**src/rtl/tmu2_csrseq.sv**
```systemverilog
// tmu2_csrseq: queued CSR write/read/poll/sync sequencer; TMU2_CSRSEQ_TIMEOUT_EN adds a poll timeout and sticky err
module tmu2_csrseq #(
  parameter logic [3:0] csr_addr = 4'h0,
  parameter int fifo_depth = 3
`ifdef TMU2_CSRSEQ_TIMEOUT_EN
  , parameter logic [15:0] poll_timeout = 16'hffff
`endif
) (
  input  logic        sys_clk,
  input  logic        sys_rst,
  input  logic        cmd_stb,
  output logic        cmd_ack,
  input  logic [1:0]  cmd_op,
  input  logic [4:0]  cmd_reg,
  input  logic [31:0] cmd_data,
  output logic [13:0] csr_a,
  output logic        csr_we,
  output logic [31:0] csr_do,
  input  logic [31:0] csr_di,
  output logic [31:0] rdata,
  output logic        rdata_stb,
  output logic        busy,
  output logic        done,
  output logic        err,
  input  logic        err_clr
);
  localparam int aw = fifo_depth;
  typedef enum logic [1:0] {IDLE, WRITE, READ, SAMPLE} state_t;
  state_t state, state_nx;
  logic [38:0] fifo [1<<aw];
  logic [aw-1:0] wp, rp;
  logic [aw:0] cnt;
  logic [1:0] op, head_op;
  logic [4:0] head_reg;
  logic [31:0] mask, head_data;
  logic push, pop, hit, tout;
  assign cmd_ack = ~cnt[aw];
  assign push = cmd_stb & cmd_ack;
  assign pop = (state == IDLE) & (cnt != '0);
  assign busy = (cnt != '0) | (state != IDLE);
  assign {head_op, head_reg, head_data} = fifo[rp];
  assign hit = (csr_di & mask) == 32'd0;
  always_comb begin
    state_nx = state;
    case (state)
      IDLE:    state_nx = !pop ? IDLE : head_op == 2'b00 ? WRITE : head_op == 2'b11 ? IDLE : READ;
      WRITE:   state_nx = IDLE;
      READ:    state_nx = SAMPLE;
      default: state_nx = (op == 2'b01 || hit || tout) ? IDLE : SAMPLE;
    endcase
  end
  always_ff @(posedge sys_clk)
    if (push) fifo[wp] <= {cmd_op, cmd_reg, cmd_data};
  always_ff @(posedge sys_clk) begin
    if (sys_rst) begin
      state <= IDLE;
      wp <= '0;
      rp <= '0;
      cnt <= '0;
      op <= 2'b00;
      mask <= '0;
      csr_a <= '0;
      csr_we <= 1'b0;
      csr_do <= '0;
      rdata <= '0;
      rdata_stb <= 1'b0;
      done <= 1'b0;
    end else begin
      state <= state_nx;
      if (push) wp <= wp + aw'(1);
      if (pop) rp <= rp + aw'(1);
      cnt <= cnt + {{aw{1'b0}}, push} - {{aw{1'b0}}, pop};
      csr_we <= pop && head_op == 2'b00;
      done <= pop && head_op == 2'b11;
      rdata_stb <= state == SAMPLE && op == 2'b01;
      if (pop) begin
        csr_a <= {csr_addr, 5'b0, head_reg};
        op <= head_op;
        mask <= head_data;
      end
      if (pop && head_op == 2'b00) csr_do <= head_data;
      if (state == SAMPLE && op == 2'b01) rdata <= csr_di;
    end
  end
`ifdef TMU2_CSRSEQ_TIMEOUT_EN
  logic [15:0] tcnt;
  assign tout = state == SAMPLE && op == 2'b10 && !hit && tcnt + 16'd1 == poll_timeout;
  always_ff @(posedge sys_clk) begin
    if (sys_rst) begin
      tcnt <= '0;
      err <= 1'b0;
    end else begin
      if (state == READ) tcnt <= '0;
      else if (state == SAMPLE && op == 2'b10 && !hit) tcnt <= tcnt + 16'd1;
      err <= tout | (err & ~err_clr);
    end
  end
`else
  logic unused_err_clr;
  assign unused_err_clr = err_clr;
  assign tout = 1'b0;
  assign err = 1'b0;
`endif
endmodule
```
**config.mk**
```make
export PLATFORM = sky130hd
export DESIGN_NAME = tmu2_csrseq
export DESIGN_NICKNAME = d
export VERILOG_FILES = /design/src/rtl/tmu2_csrseq.sv
export SDC_FILE = /design/constraint.sdc
export NUM_CORES = 1
export LEC_CHECK = 0
export CAP_MARGIN = 20
export CELL_PAD_IN_SITES_DETAIL_PLACEMENT = 2
export CELL_PAD_IN_SITES_GLOBAL_PLACEMENT = 2
export CORE_MARGIN = 2
export CORE_UTILIZATION = 35
export DETAILED_ROUTE_END_ITERATION = 8
export PLACE_DENSITY = 0.67
export REMOVE_ABC_BUFFERS = 1
export SLEW_MARGIN = 30
export SYNTH_ARGS = -nofsm -noshare
export SYNTH_HDL_FRONTEND = slang
export SYNTH_SLANG_ARGS = --single-unit
```
**constraint.sdc**
```tcl
create_clock -name sys_clk -period 11 [get_ports sys_clk]
set_input_delay 2.2 -clock sys_clk [delete_from_list [all_inputs] [get_ports sys_clk]]
set_output_delay 2.2 -clock sys_clk [all_outputs]
set_load 0.02 [all_outputs]
```
Word level (Yosys, flattened, before mapping)
Memories as Yosys holds them, arrays and structs flattened. A register that Yosys moved wholly into a read port is not among the register bits.
Index checks and enable logic that the tools add are counted.
{"block": "word_totals", "register_bits": 118, "latchBits": 0, "ramBits": 312, "mem_bits_ro": 0, "out_inout_bits": 84, "wordCells": 45, "mem_count": 1}
{"block": "classes", "add_sub_neg": 4, "n_mul": 0, "div_mod_pow": 0, "n_lt_le_gt_ge": 0, "eq_ne": 5, "shifts": 0, "muxes": 9, "bitwise_logic": 5, "reduce_logical": 9}
{"memory": "fifo", "depth": 8, "width": 39, "rd": 1, "rd_clocked_by_memory_dff": 1, "write_ports": 1, "line": "30", "rtl": "logic [38:0] fifo [1<<aw];"}
{"operator": "$and 32x32->32", "n": 1}
{"operator": "$logic_not 32->1", "n": 1}
{"operator": "$mux 2", "n": 4}
{"operator": "$add 3x1->3 const B", "n": 2}
{"operator": "$eq 2x2->1 const B", "n": 3}
{"operator": "$mux 3", "n": 2}
{"operator": "$pmux 2 s3", "n": 1}
{"operator": "$add 4x1->4", "n": 1}
{"operator": "$eq 2x1->1 const B", "n": 2}
{"operator": "$logic_not 2->1", "n": 2}
{"operator": "$reduce_bool 4->1", "n": 1}
{"operator": "$sub 4x1->4", "n": 1}
{"operator": "$logic_and 1x1->1", "n": 3}
{"operator": "$and 1x1->1", "n": 2}
{"operator": "$mux 1", "n": 2}
{"operator": "$reduce_bool 2->1", "n": 1}
{"operator": "$logic_or 1x1->1", "n": 1}
{"operator": "$not 1->1", "n": 1}
{"operator": "$or 1x1->1", "n": 1}

Longest topological paths before layout
Gate-level depths: netlist (run 1).
{"block": "logic_depth", "word_depth": 5, "ltp_mapped": 12}

Least setup slack after synthesis (run 1)
OpenSTA, ideal clock, no wires.
{"block": "synth_timing", "path_kind": "in2reg", "startpoint": "input port cmd_stb", "endpoint": "memory fifo[0][0] (enable)", "setup_ps": 484, "arrival_ps": 5366, "t_required_ps": 10516, "slack_ps": 5150, "cell_stages": 4, "path_buffers": 1, "path_cell_list": "nor2b_1 > clkbuf_1 > nand2b_1 > nor3_1"}
{"block": "synth_between", "elab_chain_len": 3}
{"element": "start: declaration", "line": "11", "rtl": "input logic cmd_stb,"}
{"element": "$and 1x1->1", "line": "38", "rtl": "assign push = cmd_stb & cmd_ack;"}
{"element": "$mux 1", "line": "53", "rtl": "if (push) fifo[wp] <= {cmd_op, cmd_reg, cmd_data};"}
{"element": "$mux 1 (not written as such)", "line": "53"}
{"element": "end: declaration", "line": "30"}
Every way passes these cells.

Final worst setup path (run 1)
{"block": "layout_timing", "startpoint": "register cnt[3]", "endpoint": "output port busy"}
{"block": "layout_between", "elab_chain_len": 2}
{"element": "start: declaration", "line": "32", "rtl": "logic [aw:0] cnt;"}
{"element": "start signal: assignment", "line": "72", "rtl": "cnt <= cnt + {{aw{1'b0}}, push} - {{aw{1'b0}}, pop};"}
{"element": "$reduce_bool 4->1", "line": "40", "rtl": "assign busy = (cnt != '0) | (state != IDLE);"}
{"element": "$or 1x1->1", "line": "40"}
{"element": "end: declaration", "line": "22", "rtl": "output logic busy,"}
Every way passes these cells.

==> results.yml, run 1 <==
worst_setup_path:
  cp-end-kind: "output port"
  rr_worst_depth: 8
  timing.rr.end: "csr_do[26]$_SDFFE_PP0P_"
  critical_path.max_fanout: 4
  critPathRequiredTime_ps: 8800
  critical_path_class: "reg2out"
  crit_end: "busy"
  startpoint_type: "flop"
  worstPathArrival_ps: 2140
  reg2reg_slack_ps: 7510
  crit_start: "cnt[3]$_SDFF_PP0_"
floorplanning:
  chipHeight_um: 219.0
  rows: 78
  start_util: 0.3558
  coreArea_mm2: 0.04548
  ios: 159
  dieWidth_um: 219.0
  die_area_mm2: 0.04797
route:
  vias: 8760
  wl_met3_mm: 1.876
  wire_per_inst_um: 24.95
  drt_iter0_drc: 593
  route.layer.met1.wl_mm: 18.42
  post_drt_via_cell_ratio: 5.096
  wl_met2_mm: 21.81
  ant_nets: 0
  route.detailed.drc: 0
  wirelength_mm: 42.90
  highest_layer: "met4"
  first_pass_iters: 4
clock_tree:
  cts_resized: 0
  root_buffer: "clkbuf_16"
  clk_pin_slew_ps: 60
  cts_buffers: 47
  hold_buffers: 0
  cts.htree.levels: 2
  cts_sinks: 433
  cts_setup_buffers: 0
  cts_tree: "yes"
  insertion_delay_ps: 580
  clockBufferDepth: 3
yosys:
  syn_avg_cell_area_um2: 17.59
  ys_seq_elements: 433
  ys_top_cells_by_area: "edfxtp_1, dfxtp_1, mux4_2, mux2i_1, a211oi_1"
  synth_edf_count: 312
  synth_top_area_cell: "edfxtp_1"
  syn_inst: 920
  synth-seq-area-share: 0.7287
  synth_area_mm2: 0.01618
  ys_types: 43
  yosysTopAreaCellShare: 0.5790
  ys_warn_count: 0
  synth-main-ff-cell: "edfxtp_1"
  async_flop_share: 0
outcome:
  outcome: "finished clean"
power_and_ir_drop:
  peakVddDrop_mv: 0.1103
  power.leakage_nw: 6.273
  power_density_mw_per_mm2: 232.8
timing:
  rsz0062_at_grt: "false"
  period_share: 0.3947
  slew_viol_final: 0
  hold_violations: 0
  max_freq_ghz: 0.2303
  max_slew_margin: 0.4136
  finClkSkew_ps: 17.17
  finalSetupViolations: 0
  tightest_slew_ps: 879.6
  tns_ps: 0
  fin_crit_ps: 4341
placement:
  numPortBuffers: 147
  gp_congestion: 0.6815
  hpwl_mm: 26.07
  dp_cells: 1628
finish:
  syn2layout_area_growth_pct: 22.54
  final_cell_mix: "edfxtp_1, clkdlybuf4s50_1, dfxtp_1"
  layout_commonest_cell: "edfxtp_1"
  stdcell_count: 1719
  drive_gt1_frac: 0.1628
  nets: 1163
grt:
  grt_remaining_overflow: 0
  antenna_found_initial: 1
  grt_max_degree: 84
  grt_pass1_wl_mm: 62.78
  grt_pass1_vias: 9613
  gr-usage-all-layers: 0.1808
min_path:
  hold_class: "reg2reg"
flow_run:
  cap_violations: 0
==> cells by family (layout without fill, tap and decap cells) <==
kind of cell | Yosys count | count (layout) | share of synthesized area
AO/OA/AOI/OAI | 126 | 126 | 0.05591
XOR/XNOR | 6 | 6 | 0.003248
adder cells (fa/ha/maj) | 9 | 9 | 0.007424
buffers and inverters | 73 | 262 | 0.02753
flip-flops | 433 | 433 | 0.7287
multiplexers | 118 | 118 | 0.1363
other | 1 | 11 | 0.0002318
AND/OR/NAND/NOR | 154 | 154 | 0.04060
==> per-layer routing <==
layer | up-vias | GRT usage
met5 | - | 0
met4 | 0 | 0.05068
met3 | 56 | 0.02620
met2 | 182 | 0.3189
met1 | 4613 | 0.2319
li1 | 3909 | -
==> per-stage QoR <==
step	area [µm²]	setup slack, ps	utilization	power, mW	hold WS [ps]
global placement	18230	6193	0.4009	3.045	445.1
CTS	19780	6588	0.4348	4.684	459.2
finish	19830	6659	0.4360	4.616	453.1
global route	19830	6524	0.4359	4.830	477.1
detailed placement	18230	6163	0.4009	3.092	445.3
floorplan	15800	5107	-	2.696	455.9
==> worst max-delay path, cell delays in order, from the launching register on <==
cell and delay [ps]:
dfxtp_1 310, inv_1 70, ha_1 150, nor3b_2 340, nand2_1 140, clkdlybuf4s50_1 570
==> state kept, by name, indices dropped and copies added (netlist names), named ones only <==
signal and cells:
csr_we 1, fifo 312, state 2, rdata 32, cnt 4, done 1
op 2, csr_a 5, rdata_stb 1, csr_do 32, rp 3, mask 32
wp 3
==> synthesized netlist by cell type (all sizes together) (16+ instances only) <==
cell type,instances
dfxtp,121
a211oi,39
buf,34
edfxtp,312
mux4,78
mux2i,38
a21oi,36
nand2,72
a22oi,16
o2bb2ai,32
clkbuf,31
nor2,57
==> worst min-delay path by stage <==
stage,end,cells after the start,start,slack [ps]
2_1_floorplan,flop,2,rp[1]$_SDFFE_PP0P_,460
3_3_place_gp,rdata[6]$_SDFFE_PP0P_,2,rdata[6]$_SDFFE_PP0P_,450
3_5_place_dp,csr_do[11]$_SDFFE_PP0P_,1,csr_do[11]$_SDFFE_PP0P_,450
4_1_cts,rdata[17]$_SDFFE_PP0P_,2,rdata[17]$_SDFFE_PP0P_,460
5_1_grt,csr_do[20]$_SDFFE_PP0P_,1,csr_do[20]$_SDFFE_PP0P_,480
6_report,rdata[17]$_SDFFE_PP0P_,2,rdata[17]$_SDFFE_PP0P_,450
==> area by class of cell <==
| type | instances | area (µm²) |
|---|---|---|
| repair buffers | 166 | 1639 |
| flip-flops and latches | 433 | 11800 |
| inverters | 8 | 30.03 |
| well taps | 600 | 750.7 |
| clock inverters | 17 | 173.9 |
| fillers | 4279 | 25650 |
| diodes | 1 | 2.502 |
| multi-input cells | 423 | 4060 |
| clock buffers | 71 | 1369 |
==> report_power, final <==
part	internal [mW]	switching, mW	leakage (nW)	total [mW]
clock network	0.931	0.640	0.756	1.57
logic	0.439	0.566	1.70	1.00
registers	1.92	0.126	3.82	2.04
total	3.28	1.33	6.27	4.62
Note: power is estimated with default switching activity, not from simulation.
==> inputs of run 2 (changes only) <==
- PLACE_DENSITY: 0.67 -> 0.7
- clock period: 11 -> 3.7 ns (I/O delays scaled with it)
==> run 2 against run 1 <==
Net effect:
- wire length rose by 3.0%
- worst setup slack got worse by 5800 ps
- clock-buffer cell count fell by 5
- flip-flop and latch count did not move
- first-iteration DRC count rose by 8.6%
- via count rose by 2.1%
- register-to-register slack got worse by 6400 ps
- core utilization fell by 0.091 points
- largest power group unchanged
==> results.yml, run 2 (same netlist as run 1, synthesis figures left out) <==
clock_tree:
  hold_buffers: 0
  insertion_delay_ps: 590
  cts_resized: 0
  root_buffer: "clkbuf_16"
  cts_sinks: 433
  cts_buffers: 46
  cts_setup_buffers: 0
  cts.htree.levels: 2
  clk_pin_slew_ps: 60
  clockBufferDepth: 3
  cts_tree: "yes"
finish:
  drive_gt1_frac: 0.1647
  fillCellCount: 4265
  final_cell_mix: "edfxtp_1, clkdlybuf4s50_1, dfxtp_1"
  postLayoutCoreUtil: 0.4351
  largest_reg_flops: 312
  syn2layout_area_growth_pct: 22.29
  nets: 1169
  layout_commonest_cell: "edfxtp_1"
  top_register: "fifo"
outcome:
  outcome: "finished clean"
timing:
  max_slew_margin: 0.3656
  rsz0062_at_grt: "false"
  finClkSkew_ps: 27.03
  slew_viol_final: 0
  tightest_slew_ps: 951.6
  period_share: 0.7776
  max_freq_ghz: 0.3476
  finalSetupViolations: 0
  fin_crit_ps: 2877
  hold_violations: 0
worst_setup_path:
  cp-end-kind: "output port"
  path_cells: "inv_1 > ha_1 > nor3b_2 > nand2_1 > clkdlybuf4s50_1"
  worstPathArrival_ps: 2140
  critical_path_class: "reg2out"
  reg2reg_slack_ps: 1150
  slowest_delay_ps: 560
  critPathRequiredTime_ps: 2960
  startpoint_type: "flop"
  cpMaxStageDelayCell: "clkdlybuf4s50_1"
  critical_path.max_fanout: 4
  crit_buf_inv: 2
  critPathTopFamily: "buffers and inverters"
power_and_ir_drop:
  power.internal_mw: 9.400
  power_density_mw_per_mm2: 677.5
  power.net_switching_mw: 4.006
  peakVddDrop_mv: 0.3296
  pwr-share-clk: 0.320
  power_mw: 13.41
  power.leakage_nw: 6.249
  combinationalPowerShare: 0.235
  seq_power_share: 0.445
  swShare: 0.2988
route:
  ant_nets: 0
  wirelength_mm: 44.16
  vias: 8946
  first_pass_iters: 5
  route.detailed.drc: 0
  wire_per_inst_um: 25.62
  post_drt_via_cell_ratio: 5.189
  drt_iter0_drc: 644
floorplanning:
  rows: 78
  start_util: 0.3558
  chipHeight_um: 219.0
  dieWidth_um: 219.0
  die_area_mm2: 0.04797
  coreArea_mm2: 0.04548
  ios: 159
flow_run:
  cap_violations: 0
grt:
  grt_pass1_wl_mm: 65.65
  grt_pass1_vias: 9986
  antenna_found_initial: 3
  gr-usage-all-layers: 0.1885
  grt_remaining_overflow: 0
  grt_max_degree: 56
placement:
  hpwl_mm: 26.87
  numPortBuffers: 147
  gp_congestion: 0.6736
min_path:
  hold_class: "reg2reg"
==> run 2: worst paths after layout <==
| check | to | startpoint | cells after the start |
|---|---|---|---|
| min reg2reg | rdata[20]$_SDFFE_PP0P_ | rdata[20]$_SDFFE_PP0P_ | 2 |
| max reg2reg | csr_do[19]$_SDFFE_PP0P_ | flop | 7 |
| max | busy | cnt[3]$_SDFF_PP0_ | 5 |
| min | rdata[20]$_SDFFE_PP0P_ | rdata[20]$_SDFFE_PP0P_ | 2 |
==> run 2: cell type report <==
class | instances | area (µm²) | share of cell area
clock buffers | 66 | 1256 | 0.06349
flip-flops and latches | 433 | 11800 | 0.5965
multi-input cells | 423 | 4060 | 0.2052
repair buffers | 173 | 1764 | 0.08916
inverters | 8 | 30.03 | 0.001518
diodes | 1 | 2.502 | 0.0001265
well taps | 600 | 750.7 | 0.03794
clock inverters | 20 | 120.1 | 0.006071
==> run 2: power groups by stage <==
stage	Clock [mW]	Combinational, mW	Sequential [mW]
CTS	4.41	3.22	5.97
global placement	0	3.06	6.02
detailed placement	0	3.18	6.06
floorplan	0	1.73	6.28
global route	4.59	3.43	6.01
finish	4.30	3.15	5.96
==> run 2: metrics by stage <==
step	setup TNS (ps)	worst slack [ps]	instances	cell area, µm²	hold slack, ps
after CTS	0	755.4	1723	19780	457.8
after global placement	0	761.5	1637	18400	441.4
after global routing	0	688.0	1723	19780	472.1
after detailed placement	0	734.2	1637	18410	449.4
final	0	822.9	1724	19790	453.7
after floorplan	-146880	-1751	864	15800	455.9
==> run 2: routing by layer <==
| layer | GRT usage | vias up | share of wire |
|---|---|---|---|
| met5 | 0 | - | 0.00034 |
| met3 | 0.03742 | 62 | 0.053 |
| met4 | 0.05631 | 2 | 0.021 |
| li1 | - | 3929 | - |
| met1 | 0.2400 | 4730 | 0.43 |
| met2 | 0.3254 | 223 | 0.50 |
==> run 2: worst register-to-register path: stages (launching register included) <==
cell and delay [ps]:
dfxtp_4 410, mux4_1 590, mux2_2 310, inv_2 70, ha_1 200, nand3b_1 350
buf_12 320, o2bb2ai_1 220
